**config.mk**
```make
export PLATFORM = sky130hd
export DESIGN_NAME = sccb_init_sequencer
export DESIGN_NICKNAME = d
export VERILOG_FILES = /design/src/rtl/sccb_seq_pkg.sv /design/src/rtl/sccb_init_sequencer.sv
export SDC_FILE = /design/constraint.sdc
export NUM_CORES = 1
export LEC_CHECK = 0
export CAP_MARGIN = 20
export CORE_MARGIN = 2
export CORE_UTILIZATION = 61
export CTS_BUF_LIST = sky130_fd_sc_hd__clkbuf_8
export CTS_CLUSTER_SIZE = 12
export DETAILED_ROUTE_END_ITERATION = 8
export HOLD_SLACK_MARGIN = 0.03
export PLACE_DENSITY_LB_ADDON = 0.08
export SETUP_SLACK_MARGIN = 0.1
export SLEW_MARGIN = 40
export SYNTH_ARGS = -nofsm -noshare
export SYNTH_HDL_FRONTEND = slang
export SYNTH_SLANG_ARGS = --single-unit
```
**constraint.sdc**
```tcl
create_clock -name clk -period 5.6 [get_ports clk]
set_clock_uncertainty 0.05 [all_clocks]
set_input_delay 0.84 -clock clk [delete_from_list [all_inputs] [get_ports clk]]
set_output_delay 0.84 -clock clk [all_outputs]
set_load 0.02 [all_outputs]
```
**src/rtl/sccb_seq_pkg.sv**
```systemverilog
// Shared types and constants for the SCCB register-initialisation sequencer.
// Holds the FSM state encoding, table entry markers and entry field slicing.
package sccb_seq_pkg;

  typedef enum logic [3:0] {
    ST_IDLE,
    ST_FETCH,
    ST_DECODE,
    ST_ISSUE_W,
    ST_WAIT_W,
    ST_RELEASE_W,
    ST_ISSUE_R,
    ST_WAIT_R,
    ST_RELEASE_R,
    ST_COMPARE,
    ST_DELAY,
    ST_NEXT,
    ST_FINISH,
    ST_FAIL
  } seq_state_t;

  localparam logic [15:0] SEQ_END   = 16'hFFFF;
  localparam logic [15:0] SEQ_DELAY = 16'hFFF0;

  localparam int SUB_MSB  = 15;
  localparam int SUB_LSB  = 8;
  localparam int DATA_MSB = 7;
  localparam int DATA_LSB = 0;

  function automatic logic [7:0] entry_sub(input logic [15:0] entry);
    return entry[SUB_MSB:SUB_LSB];
  endfunction

  function automatic logic [7:0] entry_data(input logic [15:0] entry);
    return entry[DATA_MSB:DATA_LSB];
  endfunction

endpackage

```
**src/rtl/sccb_init_sequencer.sv**
```systemverilog
// Walks an external register table and drives the SCCB master's start/done
// handshake, with optional readback verification and bounded retry.
module sccb_init_sequencer
  import sccb_seq_pkg::*;
#(
  parameter logic [6:0]  DEV_ADDR       = 7'h21,
  parameter int          TBL_AW         = 8,
  parameter logic [23:0] DELAY_CYCLES   = 24'd1_000_000,
  parameter logic [19:0] TIMEOUT_CYCLES = 20'd500_000,
  parameter int          MAX_RETRY      = 2
) (
  input  logic              clk,
  input  logic              resetn,
  input  logic              go,
  input  logic              verify_en,
  output logic [TBL_AW-1:0] tbl_addr,
  input  logic [15:0]       tbl_data,
  output logic              sccb_start,
  output logic              sccb_rw,
  output logic [6:0]        sccb_ip_addr,
  output logic [7:0]        sccb_sub_addr,
  output logic [7:0]        sccb_data_in,
  input  logic [7:0]        sccb_data_out,
  input  logic              sccb_done,
  output logic              busy,
  output logic              init_done,
  output logic              error,
  output logic [TBL_AW-1:0] err_addr,
  output logic [7:0]        mismatch_cnt
);

  localparam logic [TBL_AW-1:0] TBL_LAST    = {TBL_AW{1'b1}};
  localparam logic [7:0]        RETRY_LIMIT = 8'(MAX_RETRY);
  // FAIL costs one more cycle, so trip one early to raise error exactly
  // TIMEOUT_CYCLES after start went high.
  localparam logic [19:0]       TMO_TRIP    = TIMEOUT_CYCLES - 20'd2;

  seq_state_t  state;
  logic        done_meta;
  logic        done_sync;
  logic        verify_q;
  logic [7:0]  rd_data;
  logic [7:0]  retry_cnt;
  logic [19:0] tmo_cnt;
  logic [23:0] dly_cnt;

  assign sccb_ip_addr = DEV_ADDR;

  always_ff @(posedge clk or negedge resetn) begin
    if (!resetn) begin
      done_meta <= 1'b0;
      done_sync <= 1'b0;
    end else begin
      done_meta <= sccb_done;
      done_sync <= done_meta;
    end
  end

  always_ff @(posedge clk or negedge resetn) begin
    if (!resetn) begin
      state         <= ST_IDLE;
      tbl_addr      <= '0;
      sccb_start    <= 1'b0;
      sccb_rw       <= 1'b0;
      sccb_sub_addr <= '0;
      sccb_data_in  <= '0;
      busy          <= 1'b0;
      init_done     <= 1'b0;
      error         <= 1'b0;
      err_addr      <= '0;
      mismatch_cnt  <= '0;
      verify_q      <= 1'b0;
      rd_data       <= '0;
      retry_cnt     <= '0;
      tmo_cnt       <= '0;
      dly_cnt       <= '0;
    end else begin
      case (state)
        ST_IDLE: begin
          if (go) begin
            init_done    <= 1'b0;
            error        <= 1'b0;
            mismatch_cnt <= '0;
            retry_cnt    <= '0;
            tbl_addr     <= '0;
            verify_q     <= verify_en;
            busy         <= 1'b1;
            state        <= ST_FETCH;
          end
        end
        ST_FETCH: state <= ST_DECODE;
        ST_DECODE: begin
          if (tbl_data == SEQ_END) begin
            state <= ST_FINISH;
          end else if (tbl_data == SEQ_DELAY) begin
            dly_cnt <= DELAY_CYCLES - 24'd1;
            state   <= ST_DELAY;
          end else begin
            sccb_sub_addr <= entry_sub(tbl_data);
            sccb_data_in  <= entry_data(tbl_data);
            sccb_rw       <= 1'b0;
            state         <= ST_ISSUE_W;
          end
        end
        ST_ISSUE_W, ST_ISSUE_R: begin
          sccb_start <= 1'b1;
          tmo_cnt    <= '0;
          state      <= (state == ST_ISSUE_W) ? ST_WAIT_W : ST_WAIT_R;
        end
        ST_WAIT_W, ST_WAIT_R: begin
          if (done_sync) begin
            sccb_start <= 1'b0;
            if (state == ST_WAIT_R) begin
              rd_data <= sccb_data_out;
            end
            state <= (state == ST_WAIT_W) ? ST_RELEASE_W : ST_RELEASE_R;
          end else if (tmo_cnt >= TMO_TRIP) begin
            state <= ST_FAIL;
          end else begin
            tmo_cnt <= tmo_cnt + 20'd1;
          end
        end
        // Holding here until done drops guarantees the master has re-armed.
        ST_RELEASE_W: begin
          if (!done_sync) begin
            if (verify_q) begin
              sccb_rw <= 1'b1;
              state   <= ST_ISSUE_R;
            end else begin
              state <= ST_NEXT;
            end
          end
        end
        ST_RELEASE_R: begin
          if (!done_sync) begin
            state <= ST_COMPARE;
          end
        end
        ST_COMPARE: begin
          if (rd_data == sccb_data_in) begin
            state <= ST_NEXT;
          end else begin
            if (mismatch_cnt != 8'hFF) begin
              mismatch_cnt <= mismatch_cnt + 8'd1;
            end
            if (retry_cnt < RETRY_LIMIT) begin
              retry_cnt <= retry_cnt + 8'd1;
              sccb_rw   <= 1'b0;
              state     <= ST_ISSUE_W;
            end else begin
              state <= ST_FAIL;
            end
          end
        end
        ST_DELAY: begin
          if (dly_cnt == '0) begin
            state <= ST_NEXT;
          end else begin
            dly_cnt <= dly_cnt - 24'd1;
          end
        end
        // The last table slot ends the pass instead of wrapping back to 0.
        ST_NEXT: begin
          retry_cnt <= '0;
          if (tbl_addr == TBL_LAST) begin
            state <= ST_FINISH;
          end else begin
            tbl_addr <= tbl_addr + TBL_AW'(1);
            state    <= ST_FETCH;
          end
        end
        ST_FINISH: begin
          init_done <= 1'b1;
          busy      <= 1'b0;
          sccb_rw   <= 1'b0;
          state     <= ST_IDLE;
        end
        ST_FAIL: begin
          error      <= 1'b1;
          busy       <= 1'b0;
          err_addr   <= tbl_addr;
          sccb_start <= 1'b0;
          sccb_rw    <= 1'b0;
          state      <= ST_IDLE;
        end
        default: state <= ST_IDLE;
      endcase
    end
  end

endmodule

```
Word level (Yosys, flattened, before mapping). Cells that the tools add are included.

Bits in registers: 112. Bits in latches: 0. RAM bits: 0. Memory bits (read-only): 0. Bits of input ports: 29. Logic and storage cells: 136. Memories kept: 0.

Add/sub/neg operators: 5. $mul: 0. Div/mod/pow operators: 0. Order comparisons: 2. Eq/ne operators: 35. Shift-type cells: 0. Mux-type cells: 45. Bitwise operators: 2. Reductions and logical operators: 29.

Operators with widths (count): two-way mux 24 bit (3); two-way mux 4 bit (13); two-way mux 8 bit (6); one-hot mux 24 bit (2 select lines) (1); two-way mux 20 bit (2); one-hot mux 20 bit (2 select lines) (1); one-hot mux 4 bit (10 select lines) (1); equality test 16 bit (second input constant) (2); inequality test 2 bit (second input constant) (16); one-hot mux 8 bit (2 select lines) (2); adder 8 x 1 -> 8 bit (second input constant) (3); equality test 4 bit (second input constant) (6); logical NOT 24 bit (1); one-hot mux 8 bit (3 select lines) (1); subtractor 24 x 1 -> 24 bit (second input constant) (1); adder 20 x 1 -> 20 bit (second input constant) (1); greater-or-equal comparator 20 x 19 -> 1 bit (second input constant) (1); equality test 4 x 3 -> 1 bit (second input constant) (4); nonzero test 2 bit (7); AND reduction 3 bit (4); AND reduction 4 bit (3); AND reduction 2 bit (5); two-way mux 1 bit (9); equality test 4 x 2 -> 1 bit (second input constant) (2); other kinds (17) (23).

Logic depth before layout (Yosys ltp).
Depth after elaboration: 4. Depth in mapped cells: 9. Depth with buffers taken out: 8.

Worst setup path after synthesis. Ideal clock, no wire load.

Kind: input port to flip-flop. From: input port tbl_data[6]. To: register sccb_data_in[5]. Data arrival time: 2.133 ns. Slack: 3.289 ns. Stages: 7. Path through: and4_1 nor3b_2 o21ai_0 and2_1 buf_2 buf_2 mux2_1.

Word-level cells in the longest chain between the ends: 3.

Ends and longest elaborated chain: start, declared (line sccb_init_sequencer.sv:17) `input logic [15:0] tbl_data,`; equality test 16 bit, on equally long branches (line sccb_init_sequencer.sv:95, sccb_init_sequencer.sv:93); NOT 1 bit (no source line); AND reduction 3 bit (no source line) (*); end signal, assigned (line sccb_init_sequencer.sv:100) `sccb_data_in <= entry_data(tbl_data);`; end, declared (line sccb_init_sequencer.sv:22) `output logic [7:0] sccb_data_in,`.

Every way passes the cells marked *; elsewhere a longest branch is shown, timed or not. A chain may end at the register's enable or synchronous reset.

Worst setup path in the final report.
From: register state[1]. To: register retry_cnt[4].

Word-level cells in the longest chain between the ends: 3.

Ends and longest elaborated chain: start, declared (line sccb_init_sequencer.sv:38) `seq_state_t state;`; start signal, assigned (line sccb_init_sequencer.sv:108) `state <= (state == ST_ISSUE_W) ? ST_WAIT_W : ST_WAIT_R;`; start signal, assigned (line sccb_init_sequencer.sv:116) `state <= (state == ST_WAIT_W) ? ST_RELEASE_W : ST_RELEASE_R;`; equality test 4 bit or logical NOT 4 bit (tied branches) (line sccb_init_sequencer.sv:78) `case (state)`; inequality test 2 bit (no source line) or nonzero test 3 bit (tied branches); AND reduction 4 bit (no source line); end signal, assigned (line sccb_init_sequencer.sv:147) `retry_cnt <= retry_cnt + 8'd1;`; end, declared (line sccb_init_sequencer.sv:43) `logic [7:0] retry_cnt;`.

Several ways; a longest one is shown, not always the timed one.

==> results.sh <==
export IMPL_place_congestion=0.8871
export IMPL_cts_tree="yes"
export IMPL_num_vias=4385
export IMPL_dpl_cell_count=733
export IMPL_critPathTopFamily="simple AND/OR/NAND/NOR gates"
export IMPL_insertedDiodeCount=0
export IMPL_rr_startpoint="state[1]"
export IMPL_die_h_um=101.7
export IMPL_p_total_uw=2695
export IMPL_grt_usage=0.2509
export IMPL_maxCapViolations=0
export IMPL_synth_edf_count=0
export IMPL_hpwlAfterDp_um=8419
export IMPL_dr_max_layer_used="met4"
export IMPL_wl_um=11980
export IMPL_wl_per_cell_um=16.00
export IMPL_synth_most_common_cell="dfrtp_1"
export IMPL_cts_hold_buf=0
export IMPL_slowest_stage="dfrtp_1"
export IMPL_power_leakage_uw=0.002840
export IMPL_worstSetupStartpoint="state[1]"
export IMPL_setup_violations=0
export IMPL_tns_ns=0
export IMPL_finalCritPeriodShare=0.4724
export IMPL_grt_max_degree=69
export IMPL_clk_pin_slew_worst_paths_ns=0.10
export IMPL_fill_cells=651
export IMPL_cts_setup_buffers=0
export IMPL_via_per_inst=5.854
export IMPL_port_buffers=73
export IMPL_avgSynthCellArea_sq_um=10.53
export IMPL_hp_start="done_meta"
export IMPL_period_minus_slack_ns=2.646
export IMPL_cts_root_buf="clkbuf_8"
export IMPL_yosysWarnings=0
export IMPL_initial_core_util=0.6299
export IMPL_drive_gt1_frac=0.1048
export IMPL_worstPathMaxFanout=23
export IMPL_path_class="reg2reg"
export IMPL_instances_no_fill=749
export IMPL_drv_slew=0
export IMPL_htreeDepth=3
export IMPL_pwr_density_cell_nw_per_um2=395.9
export IMPL_critical_path_buf_inv_count=0
export IMPL_pin_count=81
export IMPL_rsz0062_at_grt="no"
export IMPL_cts_inserted_buffers=9
export IMPL_dr_wl_met2_um=5603
export IMPL_grt_pass1_vias=4264
export IMPL_crit_required_ns=5.81
export IMPL_outcome="finished, final reports clean"
export IMPL_fp_dieArea_sq_um=10340
export IMPL_yosysTopAreaCellShare=0.4815
export IMPL_fmax_ghz=0.3780
export IMPL_drt_met1_wl_um=5488
export IMPL_ys_ff_latch=112
export IMPL_cts_max_path_buffers=2
export IMPL_tightest_slew_ns=0.7888
export IMPL_synth_cells=553
export IMPL_fp_dieW_um=101.7
export IMPL_core_area_sq_um=9240
export IMPL_final_net_count=650
export IMPL_yosys_area_top_type="dfrtp_1"
export IMPL_drt_first_pass_iters=5
export IMPL_grt_pass1_wl_um=20520
export IMPL_synthTopCellsByCount="112 x dfrtp_1, 58 x nor2_1, 46 x nand2_1"
export IMPL_cp_start_kind="flop"
export IMPL_cp_cell_sequence="nand2b_1 -> nor3_1 -> nand3_1 -> and2_1 -> a41oi_1 -> nor2_1"
export IMPL_relSlewSlack=0.4742
export IMPL_antenna_found_initial=0
export IMPL_synthArstFlopShare=1.000
export IMPL_synthTopCellsByArea="dfrtp_1 48%, xor2_1 6.0%, mux2_2 4.8%"
export IMPL_arrival_ns=2.85
export IMPL_yosysSeqAreaShare=0.4815
export IMPL_syn2layout_area_growth_pct=16.94
export IMPL_hp_class="reg2reg"
export IMPL_fp_row_count=35
export IMPL_timing_critical_path_to_type="flop"
export IMPL_drt_first_iter_violations=322
export IMPL_drt_antenna_violating_nets=0
export IMPL_synth_cell_area_sq_um=5821
export IMPL_fin_util=0.7366
export IMPL_wl_met3_um=704
export IMPL_cpPeakStageDelay_ns=0.64
export IMPL_cts_resized=0
export IMPL_finalHoldViolations=0
export IMPL_synth_cell_types=67
export IMPL_insertion_delay_ns=0.38
export IMPL_grt_overflow_total=0
export IMPL_max_vdd_ir_drop_uv=316.0
export IMPL_drc=0
export IMPL_cts_sinks=112
export IMPL_synth_top_flop_cell="dfrtp_1"
placed cells by master (no fill, tap or decap), types with 8 or more instances in the layout:
| cell | count |
|---|---|
| mux2i_1 | 8 |
| dfrtp_1 | 112 |
| clkbuf_8 | 10 |
| mux2_1 | 11 |
| nor2_1 | 58 |
| inv_1 | 9 |
| a21oi_1 | 15 |
| and2_1 | 10 |
| nand2_1 | 46 |
| clkdlybuf4s50_1 | 72 |
| and3_1 | 12 |
| mux2_2 | 25 |
| nand3_1 | 19 |
| nor4_1 | 8 |
| o21ai_0 | 15 |
| nor3_1 | 14 |
| xor2_1 | 40 |
| nand4_1 | 19 |
flip-flops by register name, indices dropped and copies added, names as in the netlist:
register / cells
dly_cnt: 24
tmo_cnt: 20
err_addr: 8
mismatch_cnt: 8
rd_data: 8
retry_cnt: 8
sccb_data_in: 8
sccb_sub_addr: 8
tbl_addr: 8
state: 4
busy: 1
done_meta: 1
done_sync: 1
error: 1
init_done: 1
sccb_rw: 1
sccb_start: 1
verify_q: 1
layer usage:
metal / track usage / up-vias
met4: 0.08628 / 0
met3: 0.06970 / 19
li1: - / 2101
met5: 0 / -
met2: 0.3826 / 118
met1: 0.3472 / 2147
final timing paths:
check / to / slack (ns) / cells past startpoint
setup / recovery: retry_cnt[4] / 2.95 / 6
hold / removal: done_sync / 0.31 / 0
setup reg to reg: retry_cnt[4] / 2.95 / 6
hold reg to reg: done_sync / 0.31 / 0
max in group asynchronous: sccb_sub_addr[6] / 4.13 / 2
min in group asynchronous: err_addr[4] / 0.37 / 1
area by class of cell:
cell class / count / area (sq um) / area share
inverters: 9 / 33.78 / 0.004963
multi-input cells: 409 / 2848 / 0.4184
well taps: 129 / 161.4 / 0.02371
flip-flops and latches: 112 / 2803 / 0.4118
repair buffers: 74 / 739.5 / 0.1086
clock buffers: 10 / 137.6 / 0.02022
clock inverters: 6 / 83.83 / 0.01232
stage by stage:
stage               setup slack (ns)  hold WS, ns  instance area, sq um
finish                         2.954       0.3090                  6807
CTS                            2.990       0.3128                  6803
global placement               2.664       0.2851                  6578
global route                   2.722       0.3277                  6807
detailed placement             2.595       0.2879                  6581
floorplan                      3.289       0.2812                  5839
kinds of logic (layout without fill, tap and decap cells):
group,Yosys count,after routing,share of synthesized area
AOI/OAI and AO/OA,70,70,0.09201
adders and majority gates,6,6,0.01290
and+or+nand+nor,235,235,0.2251
xor gates and xnor gates,47,47,0.07072
muxes,44,44,0.08341
DFF,112,112,0.4815
buffers and inverters,37,99,0.03310
other,2,7,0.001290
power by group:
part           switching (uW)  internal [uW]
sequential                212            979
combinational             516            461
clock                     265            262
total                     993           1700
(Power assumes the default switching activity.)
